--- src/rtl/uart_tx_arbiter_if.sv ---
// Bus between the byte producers, the shared UART tx arbiter and its serializer.
// The arbiter connects through the slave modport; producer/serializer models use master.
interface uart_tx_arbiter_if #(
  parameter int NUM_REQ = 4,
  parameter int DATA_W  = 10
);
  logic [NUM_REQ-1:0]        i_req;
  logic [NUM_REQ*DATA_W-1:0] i_req_data;
  logic [NUM_REQ-1:0]        o_grant;
  logic [DATA_W-1:0]         o_tx_data;
  logic                      o_tx_enable;
  logic                      i_tx_done;
  logic                      o_busy;
  logic                      o_timeout;

  modport slave (
    input  i_req, i_req_data, i_tx_done,
    output o_grant, o_tx_data, o_tx_enable, o_busy, o_timeout
  );

  modport master (
    output i_req, i_req_data, i_tx_done,
    input  o_grant, o_tx_data, o_tx_enable, o_busy, o_timeout
  );
endinterface

--- src/rtl/uart_tx_arbiter.sv ---
// Round-robin arbiter sharing one UART tx serializer between NUM_REQ producers,
// with a fixed-length enable window, tx_done edge completion and a watchdog abort.
module uart_tx_arbiter #(
  parameter int NUM_REQ   = 4,
  parameter int DATA_W    = 10,
  parameter int EN_CYCLES = 10417,
  parameter int TIMEOUT   = 1200000
) (
  input  logic            i_Clk,
  input  logic            i_Rst_n,
  uart_tx_arbiter_if.slave bus
);
  localparam int PTR_W = (NUM_REQ > 1) ? $clog2(NUM_REQ) : 1;
  localparam int EN_W  = (EN_CYCLES > 1) ? $clog2(EN_CYCLES) : 1;
  localparam int WD_W  = (TIMEOUT > 1) ? $clog2(TIMEOUT) : 1;
  localparam logic [EN_W-1:0] EN_LAST = EN_W'(EN_CYCLES - 1);
  localparam logic [WD_W-1:0] WD_LAST = WD_W'(TIMEOUT - 1);

  typedef enum logic [1:0] {IDLE, ISSUE, WAIT} state_t;

  state_t             state_q, state_d;
  logic [PTR_W-1:0]   ptr_q, ptr_d, sel, rr_idx;
  logic [EN_W-1:0]    en_cnt_q, en_cnt_d;
  logic [WD_W-1:0]    wd_cnt_q, wd_cnt_d;
  logic [NUM_REQ-1:0] grant_q, grant_d;
  logic [DATA_W-1:0]  data_q, data_d;
  logic               en_q, en_d;
  logic               timeout_q, timeout_d;
  logic               done_q;
  logic               any_req, done_rise, en_last, wd_last;

  assign any_req   = |bus.i_req;
  assign done_rise = bus.i_tx_done & ~done_q;
  assign en_last   = (en_cnt_q == EN_LAST);
  assign wd_last   = (wd_cnt_q == WD_LAST);

  // Scan downward so the candidate closest after ptr is the last one written and wins.
  always_comb begin
    sel    = ptr_q;
    rr_idx = '0;
    for (int i = NUM_REQ; i >= 1; i--) begin
      rr_idx = PTR_W'((int'(ptr_q) + i) % NUM_REQ);
      if (bus.i_req[rr_idx]) sel = rr_idx;
    end
  end

  always_ff @(posedge i_Clk) begin
    if (!i_Rst_n) begin
      state_q   <= IDLE;
      ptr_q     <= PTR_W'(NUM_REQ - 1);
      en_cnt_q  <= '0;
      wd_cnt_q  <= '0;
      grant_q   <= '0;
      data_q    <= '0;
      en_q      <= 1'b0;
      timeout_q <= 1'b0;
      done_q    <= 1'b0;
    end else begin
      state_q   <= state_d;
      ptr_q     <= ptr_d;
      en_cnt_q  <= en_cnt_d;
      wd_cnt_q  <= wd_cnt_d;
      grant_q   <= grant_d;
      data_q    <= data_d;
      en_q      <= en_d;
      timeout_q <= timeout_d;
      done_q    <= bus.i_tx_done;
    end
  end

  always_comb begin
    state_d = state_q;
    unique case (state_q)
      IDLE:    if (any_req) state_d = ISSUE;
      ISSUE:   if (wd_last) state_d = IDLE;
               else if (en_last) state_d = WAIT;
      WAIT:    if (done_rise || wd_last) state_d = IDLE;
      default: state_d = IDLE;
    endcase
  end

  // Done edge beats a same-cycle watchdog expiry, so the timeout flag is set only without it.
  always_comb begin
    ptr_d     = ptr_q;
    en_cnt_d  = en_cnt_q;
    wd_cnt_d  = wd_cnt_q;
    grant_d   = '0;
    data_d    = data_q;
    en_d      = en_q;
    timeout_d = timeout_q;
    unique case (state_q)
      IDLE: begin
        if (any_req) begin
          ptr_d    = sel;
          grant_d  = {{(NUM_REQ-1){1'b0}}, 1'b1} << sel;
          data_d   = bus.i_req_data[sel*DATA_W +: DATA_W];
          en_d     = 1'b1;
          en_cnt_d = '0;
          wd_cnt_d = '0;
        end
      end
      ISSUE: begin
        if (en_last) en_d = 1'b0;
        else         en_cnt_d = en_cnt_q + 1'b1;
        if (wd_last) begin
          en_d      = 1'b0;
          timeout_d = 1'b1;
        end else begin
          wd_cnt_d = wd_cnt_q + 1'b1;
        end
      end
      WAIT: begin
        if (wd_last) begin
          if (!done_rise) timeout_d = 1'b1;
        end else begin
          wd_cnt_d = wd_cnt_q + 1'b1;
        end
      end
      default: ;
    endcase
  end

  assign bus.o_grant     = grant_q;
  assign bus.o_tx_data   = data_q;
  assign bus.o_tx_enable = en_q;
  assign bus.o_busy      = (state_q != IDLE);
  assign bus.o_timeout   = timeout_q;
endmodule
--- src/flat_wrapper.sv ---
// flat-port wrapper written by rule: the top's interface ports become plain ports
module uart_tx_arbiter_flat 
#(
  parameter int NUM_REQ   = 4,
  parameter int DATA_W    = 10,
  parameter int EN_CYCLES = 10417,
  parameter int TIMEOUT   = 1200000
)
  (i_Clk, i_Rst_n, bus_i_req, bus_i_req_data, bus_i_tx_done, bus_o_grant, bus_o_tx_data, bus_o_tx_enable, bus_o_busy, bus_o_timeout);
  uart_tx_arbiter_if #(.NUM_REQ(NUM_REQ), .DATA_W(DATA_W)) bus_i ();
  input  logic i_Clk;
  input  logic i_Rst_n;
  input wire logic [$bits(bus_i.i_req)-1:0] bus_i_req;
  input wire logic [$bits(bus_i.i_req_data)-1:0] bus_i_req_data;
  input wire logic [$bits(bus_i.i_tx_done)-1:0] bus_i_tx_done;
  output wire logic [$bits(bus_i.o_grant)-1:0] bus_o_grant;
  output wire logic [$bits(bus_i.o_tx_data)-1:0] bus_o_tx_data;
  output wire logic [$bits(bus_i.o_tx_enable)-1:0] bus_o_tx_enable;
  output wire logic [$bits(bus_i.o_busy)-1:0] bus_o_busy;
  output wire logic [$bits(bus_i.o_timeout)-1:0] bus_o_timeout;
  assign bus_i.i_req = bus_i_req;
  assign bus_i.i_req_data = bus_i_req_data;
  assign bus_i.i_tx_done = bus_i_tx_done;
  assign bus_o_grant = bus_i.o_grant;
  assign bus_o_tx_data = bus_i.o_tx_data;
  assign bus_o_tx_enable = bus_i.o_tx_enable;
  assign bus_o_busy = bus_i.o_busy;
  assign bus_o_timeout = bus_i.o_timeout;
  uart_tx_arbiter #(.NUM_REQ(NUM_REQ), .DATA_W(DATA_W), .EN_CYCLES(EN_CYCLES), .TIMEOUT(TIMEOUT)) u_core (.i_Clk(i_Clk), .i_Rst_n(i_Rst_n), .bus(bus_i));
endmodule
--- config.mk ---
export PLATFORM = sky130hd
export DESIGN_NAME = uart_tx_arbiter_flat
export DESIGN_NICKNAME = d
export VERILOG_FILES = /design/src/rtl/uart_tx_arbiter_if.sv /design/src/rtl/uart_tx_arbiter.sv /design/src/flat_wrapper.sv
export SDC_FILE = /design/constraint.sdc
export NUM_CORES = 1
export LEC_CHECK = 0
export BUFFER_PORTS_ARGS = -buffer_cell sky130_fd_sc_hd__buf_2
export CORE_ASPECT_RATIO = 0.7
export CORE_MARGIN = 2
export CORE_UTILIZATION = 50
export CTS_CLUSTER_SIZE = 30
export DETAILED_ROUTE_END_ITERATION = 10
export PLACE_DENSITY = 0.74
export SLEW_MARGIN = 20
export SYNTH_ARGS = -nofsm -noshare
export SYNTH_HDL_FRONTEND = slang
export SYNTH_SLANG_ARGS = --single-unit
--- constraint.sdc ---
create_clock -name i_Clk -period 5.45 [get_ports i_Clk]
set_input_delay 0.8175 -clock i_Clk [delete_from_list [all_inputs] [get_ports i_Clk]]
set_output_delay 0.8175 -clock i_Clk [all_outputs]
set_load 0.03 [all_outputs]
Word-level counts from Yosys, hierarchy flattened
Index checks and enable logic that the tools add are counted.

Word-level logic and storage cells: 82. Output and inout bits: 17. Register bits: 56. Input port bits: 47.

Bitwise logic cells: 2. Reduce and logical (&&, ||, !) cells: 15. Order comparisons: 4. Equality and inequality tests: 12. $mul: 1. Add/subtract/negate cells: 6. Muxes and demuxes: 31. Shifts and indexed selects: 2.

Operators by type and width (count): 21-bit 2-to-1 mux (2); 21-bit case mux with 2 select lines (1); 40-bit by 7-bit indexed part select with 10-bit output (1); 14-bit 2-to-1 mux (2); 14-bit case mux with 2 select lines (1); 21-bit by 1-bit adder with 21-bit output (second input constant) (1); 21-bit == test (second input constant) (1); 2-bit 2-to-1 mux (8); 3-bit AND reduction (5); 14-bit by 1-bit adder with 14-bit output (second input constant) (1); 14-bit == test (second input constant) (1); 2-bit by 3-bit less-than comparator with 1-bit output (second input constant) (4); 1-bit 2-to-1 mux (10); 1-bit binary-select mux with 2-bit select (4); 2-bit by 1-bit != test with 1-bit output (second input constant) (4); 2-bit nonzero test (4); 2-bit != test (second input constant) (3); 2-bit case mux with 3 select lines (1); 2-bit by 3-bit multiplier with 5-bit output (second input constant) (1); 2-bit by 1-bit adder with 2-bit output (second input constant) (2); 2-bit adder (second input constant) (2); 1-bit case mux with 2 select lines (2); 4-bit AND reduction (1); 4-bit OR reduction (1); other kinds (10) (10).

Depth between registers and ports, before layout
Depth after elaboration: 9. Depth in mapped cells: 8. Mapped depth without buffers: 7.

Worst setup path before layout
Ideal clock, no wire load.

Path type: input to register. Start point: input port bus_i_req[3]. End point: register u_core.wd_cnt_q[9]. Required time: 5391 ps. Cell stages on the path: 5. Slack: 3265 ps. Setup time: 59 ps. Buffers on the path: 0. Data arrival time: 2126 ps. Cell sequence: or4_4 nand2_4 o21ai_4 or4_1 nand2_1.

Longest elaborated chain between the ends: 3.

RTL lines: start, declared (RTL line flat_wrapper.sv:13) `input wire logic [$bits(bus_i.i_req)-1:0] bus_i_req;`; 4-bit OR reduction (RTL line uart_tx_arbiter.sv:32) `assign any_req = |bus.i_req;`; 2-bit by 1-bit != test with 1-bit output (no line); 3-bit AND reduction (no line); end signal, assigned (RTL line uart_tx_arbiter.sv:62) `wd_cnt_q <= wd_cnt_d;`; end, declared (RTL line uart_tx_arbiter.sv:24) `logic [WD_W-1:0] wd_cnt_q, wd_cnt_d;`.

No other way between the ends. A chain may end at the register's enable or synchronous reset.

Worst setup path in the final report
Start point: register u_core.state_q[0]. End point: output port bus_o_busy.

Longest elaborated chain between the ends: 1.

RTL lines: start, declared (RTL line uart_tx_arbiter.sv:21) `state_t state_q, state_d;`; start signal, assigned (RTL line uart_tx_arbiter.sv:59) `state_q <= state_d;`; 2-bit nonzero test (RTL line uart_tx_arbiter.sv:126) `assign bus.o_busy = (state_q != IDLE);`; end, declared (RTL line flat_wrapper.sv:19) `output wire logic [$bits(bus_i.o_busy)-1:0] bus_o_busy;`.

No other way between the ends.

==> reports/results.ini <==
[timing]
hold_viol_final = 0
finClkSkew_ns = 0.00736
fmax_mhz = 389
tightest_slew_ns = 0.750
min_period_ns = 2.57
period_share = 0.472
rsz0062_at_grt = no
final-max-slew-violation-count = 0
slew_headroom = 0.500
setup_viol = 0
tns_ns = 0

[global_route]
grt_pass1_wl_um = 10800
first_global_vias = 2369
antenna_found_initial = 0
gr-total-overflow = 0
grt_usage = 0.212
grt_start_max_net_pins = 25

[clock_tree]
ctsResizeCount = 0
clk_pin_slew_worst_paths_ns = 0.10
htreeDepth = 2
cts_tree = done
cts_sinks = 56
cts_buffer_depth = 2
hold_buffers = 0
cts-root-buf = clkbuf_8
insertion_delay_ns = 0.32
cts_buffers = 5
post_cts_buffers = 0

[final_layout]
nets = 449
final_layout_size_suffix_gt1_frac = 0.219
fin_cells = 472
synthToLayoutAreaGrowth_pct = 16.5
final_common_cell = buf_2
postLayoutCellArea_um2 = 3430
layout_common_cells = buf_2 (63), dfxtp_1 (56), nor2_1 (35)
n_antenna_cell = 0

[critical_path]
cp.arrival_ns = 1.75
worstSetupEndpointType = output port
worstPathRequired_ns = 4.63
crit_slowest_cell = ha_1
cp_max_fo = 20
cp_cell_sequence = inv_1, ha_1, inv_1, buf_2
r2r_cells = 7
r2r_slack_ns = 2.96
r2r_end = u_core.en_cnt_q[8]
crit_path_end = bus_o_busy
critPathLaunchType = flip-flop
crit_cells = 4
max_stage_delay_ns = 0.66
critical_path.startpoint = u_core.state_q[0]
critical_path_class = reg2out
crit_family = adder cells
path_buf_inv = 3
r2r_start = u_core.state_q[0]
crit_top_cell = inv_1

[detailed_routing]
wl_per_cell_um = 13.4
vias_per_cell = 5.49
drt_iter0_drc = 111
antenna_left = 0
first_pass_iters = 4
drcViolationCount = 0
num_vias = 2591
routed_wl_um = 6320

[power_and_ir_drop]
vdd_drop_max_uv = 159
p_seq_frac = 0.472
clkPwrFrac = 0.285
intPower_uw = 658
powerDensity_nw_per_um2 = 280
p_leak_uw = 0.00134
fin_total_pwr_uw = 959
swShare = 0.315
p_comb_frac = 0.244
p_sw_uw = 302

[placed_design]
dpl-instance-area_um2 = 3310
globalplace.congestion = 0.799
dp.final_hpwl_um = 4780
dp.cells = 464
port_buffers = 63

[yosys]
async_reset_ff_frac = 0
synth-edff-count = 0
syn_inst = 335
ys_seq_area_frac = 0.381
synth.avg_cell_area_um2 = 8.78
synth_cell_types = 58
yosys_warnings = 0
synthFlopType = dfxtp_1
synth_seq_cells = 56
syn_nets = 388
syn_area_um2 = 2940

[floorplanning]
die-height_um = 68.2
die_w_um = 95.7
start_util = 0.516
coreArea_um2 = 5700
boundaryPins = 64
die_area_um2 = 6520
row_count = 23

[outcome]
status = finished clean

[job]
cap_violations = 0

[worst_hold_path]
hold_class = reg2reg

power by group through the flow:
stage	Combinational [uW]	Clock (uW)	Sequential, uW
after CTS	235	282	453
final	234	273	452
after global routing	255	297	456
after global placement	230	0	462
after detailed placement	235	0	461
after floorplan	132	0	501
state kept, by name, indices dropped and copies added, names as in the netlist:
name / count
u_core.bus.o_grant: 4
u_core.en_cnt_q: 14
u_core.bus.o_timeout: 1
u_core.wd_cnt_q: 21
u_core.state_q: 2
u_core.bus.o_tx_data: 10
u_core.done_q: 1
u_core.bus.o_tx_enable: 1
u_core.ptr_q: 2
cells in the mapped netlist (3+ instances only):
| cell | instances | share of area |
|---|---|---|
| mux2i_1 | 20 | 0.068 |
| o21ai_0 | 10 | 0.017 |
| dfxtp_1 | 56 | 0.38 |
| ha_1 | 6 | 0.026 |
| nand2b_1 | 6 | 0.013 |
| nor2_1 | 35 | 0.045 |
| nand2_1 | 33 | 0.042 |
| a31oi_1 | 3 | 0.0064 |
| nand3_1 | 17 | 0.029 |
| inv_1 | 15 | 0.019 |
| or4_1 | 3 | 0.0077 |
| nand4_1 | 8 | 0.017 |
| xor2_1 | 9 | 0.027 |
| a211oi_1 | 6 | 0.015 |
| and2_1 | 3 | 0.0064 |
| o211ai_1 | 4 | 0.010 |
| o221ai_1 | 10 | 0.030 |
| nor3_1 | 11 | 0.019 |
| clkbuf_1 | 4 | 0.0051 |
| a21oi_1 | 10 | 0.017 |
| buf_2 | 6 | 0.010 |
| xnor2_1 | 13 | 0.039 |
routing by layer:
metal | part of all wire | vias to the layer above | wire length (um) | GRT usage
met2 | 0.44 | 81 | 2760 | 0.321
met1 | 0.49 | 1170 | 3100 | 0.294
met5 | 0 | - | 0 | 0
met4 | 0.0081 | 0 | 51 | 0.0821
li1 | - | 1334 | - | -
met3 | 0.065 | 6 | 411 | 0.0474
cells by family after synthesis:
group | after synthesis | synth area share
AOI/OAI and AO/OA | 64 | 0.168
muxes | 20 | 0.0681
adders and majority gates | 6 | 0.0255
and+or+nand+nor | 139 | 0.250
DFF | 56 | 0.381
xor gates and xnor gates | 22 | 0.0655
buffers and inverters | 28 | 0.0421
worst min-delay path, delay by kind of cell, from the launching register on:
family	cells	cell delay, ns
AOI/OAI and AO/OA	1	0.05
DFF	1	0.34
and+or+nand+nor	1	0.05
final cells by class:
class	instances	area, um2
well taps	75	93.8
fillers	503	2270
inverters	16	60.1
repair buffers	66	338
clock inverters	3	42.5
clock buffers	5	68.8
multi-input cells	251	1700
flip-flops and latches	56	1120
worst min-delay path by stage:
stage	startpoint	to	slack, ns	depth (start not counted)
2_1_floorplan	u_core.wd_cnt_q[1]	u_core.wd_cnt_q[1]	0.46	2
3_3_place_gp	u_core.bus.o_tx_data[6]	u_core.bus.o_tx_data[6]	0.44	2
3_5_place_dp	u_core.bus.o_tx_data[3]	u_core.bus.o_tx_data[3]	0.45	2
4_1_cts	u_core.bus.o_tx_data[3]	u_core.bus.o_tx_data[3]	0.48	2
5_1_grt	u_core.bus.o_tx_data[3]	u_core.bus.o_tx_data[3]	0.50	2
6_report	u_core.bus.o_tx_data[3]	u_core.bus.o_tx_data[3]	0.47	2
metrics by stage:
step / hold slack (ns) / utilization / setup slack (ns)
floorplan: 0.464 / - / 3.26
CTS: 0.476 / 0.601 / 2.87
detailed placement: 0.452 / 0.582 / 2.93
finish: 0.473 / 0.601 / 2.88
global route: 0.503 / 0.601 / 2.67
global placement: 0.439 / 0.582 / 2.99
Power figures use the tool's default switching activity.
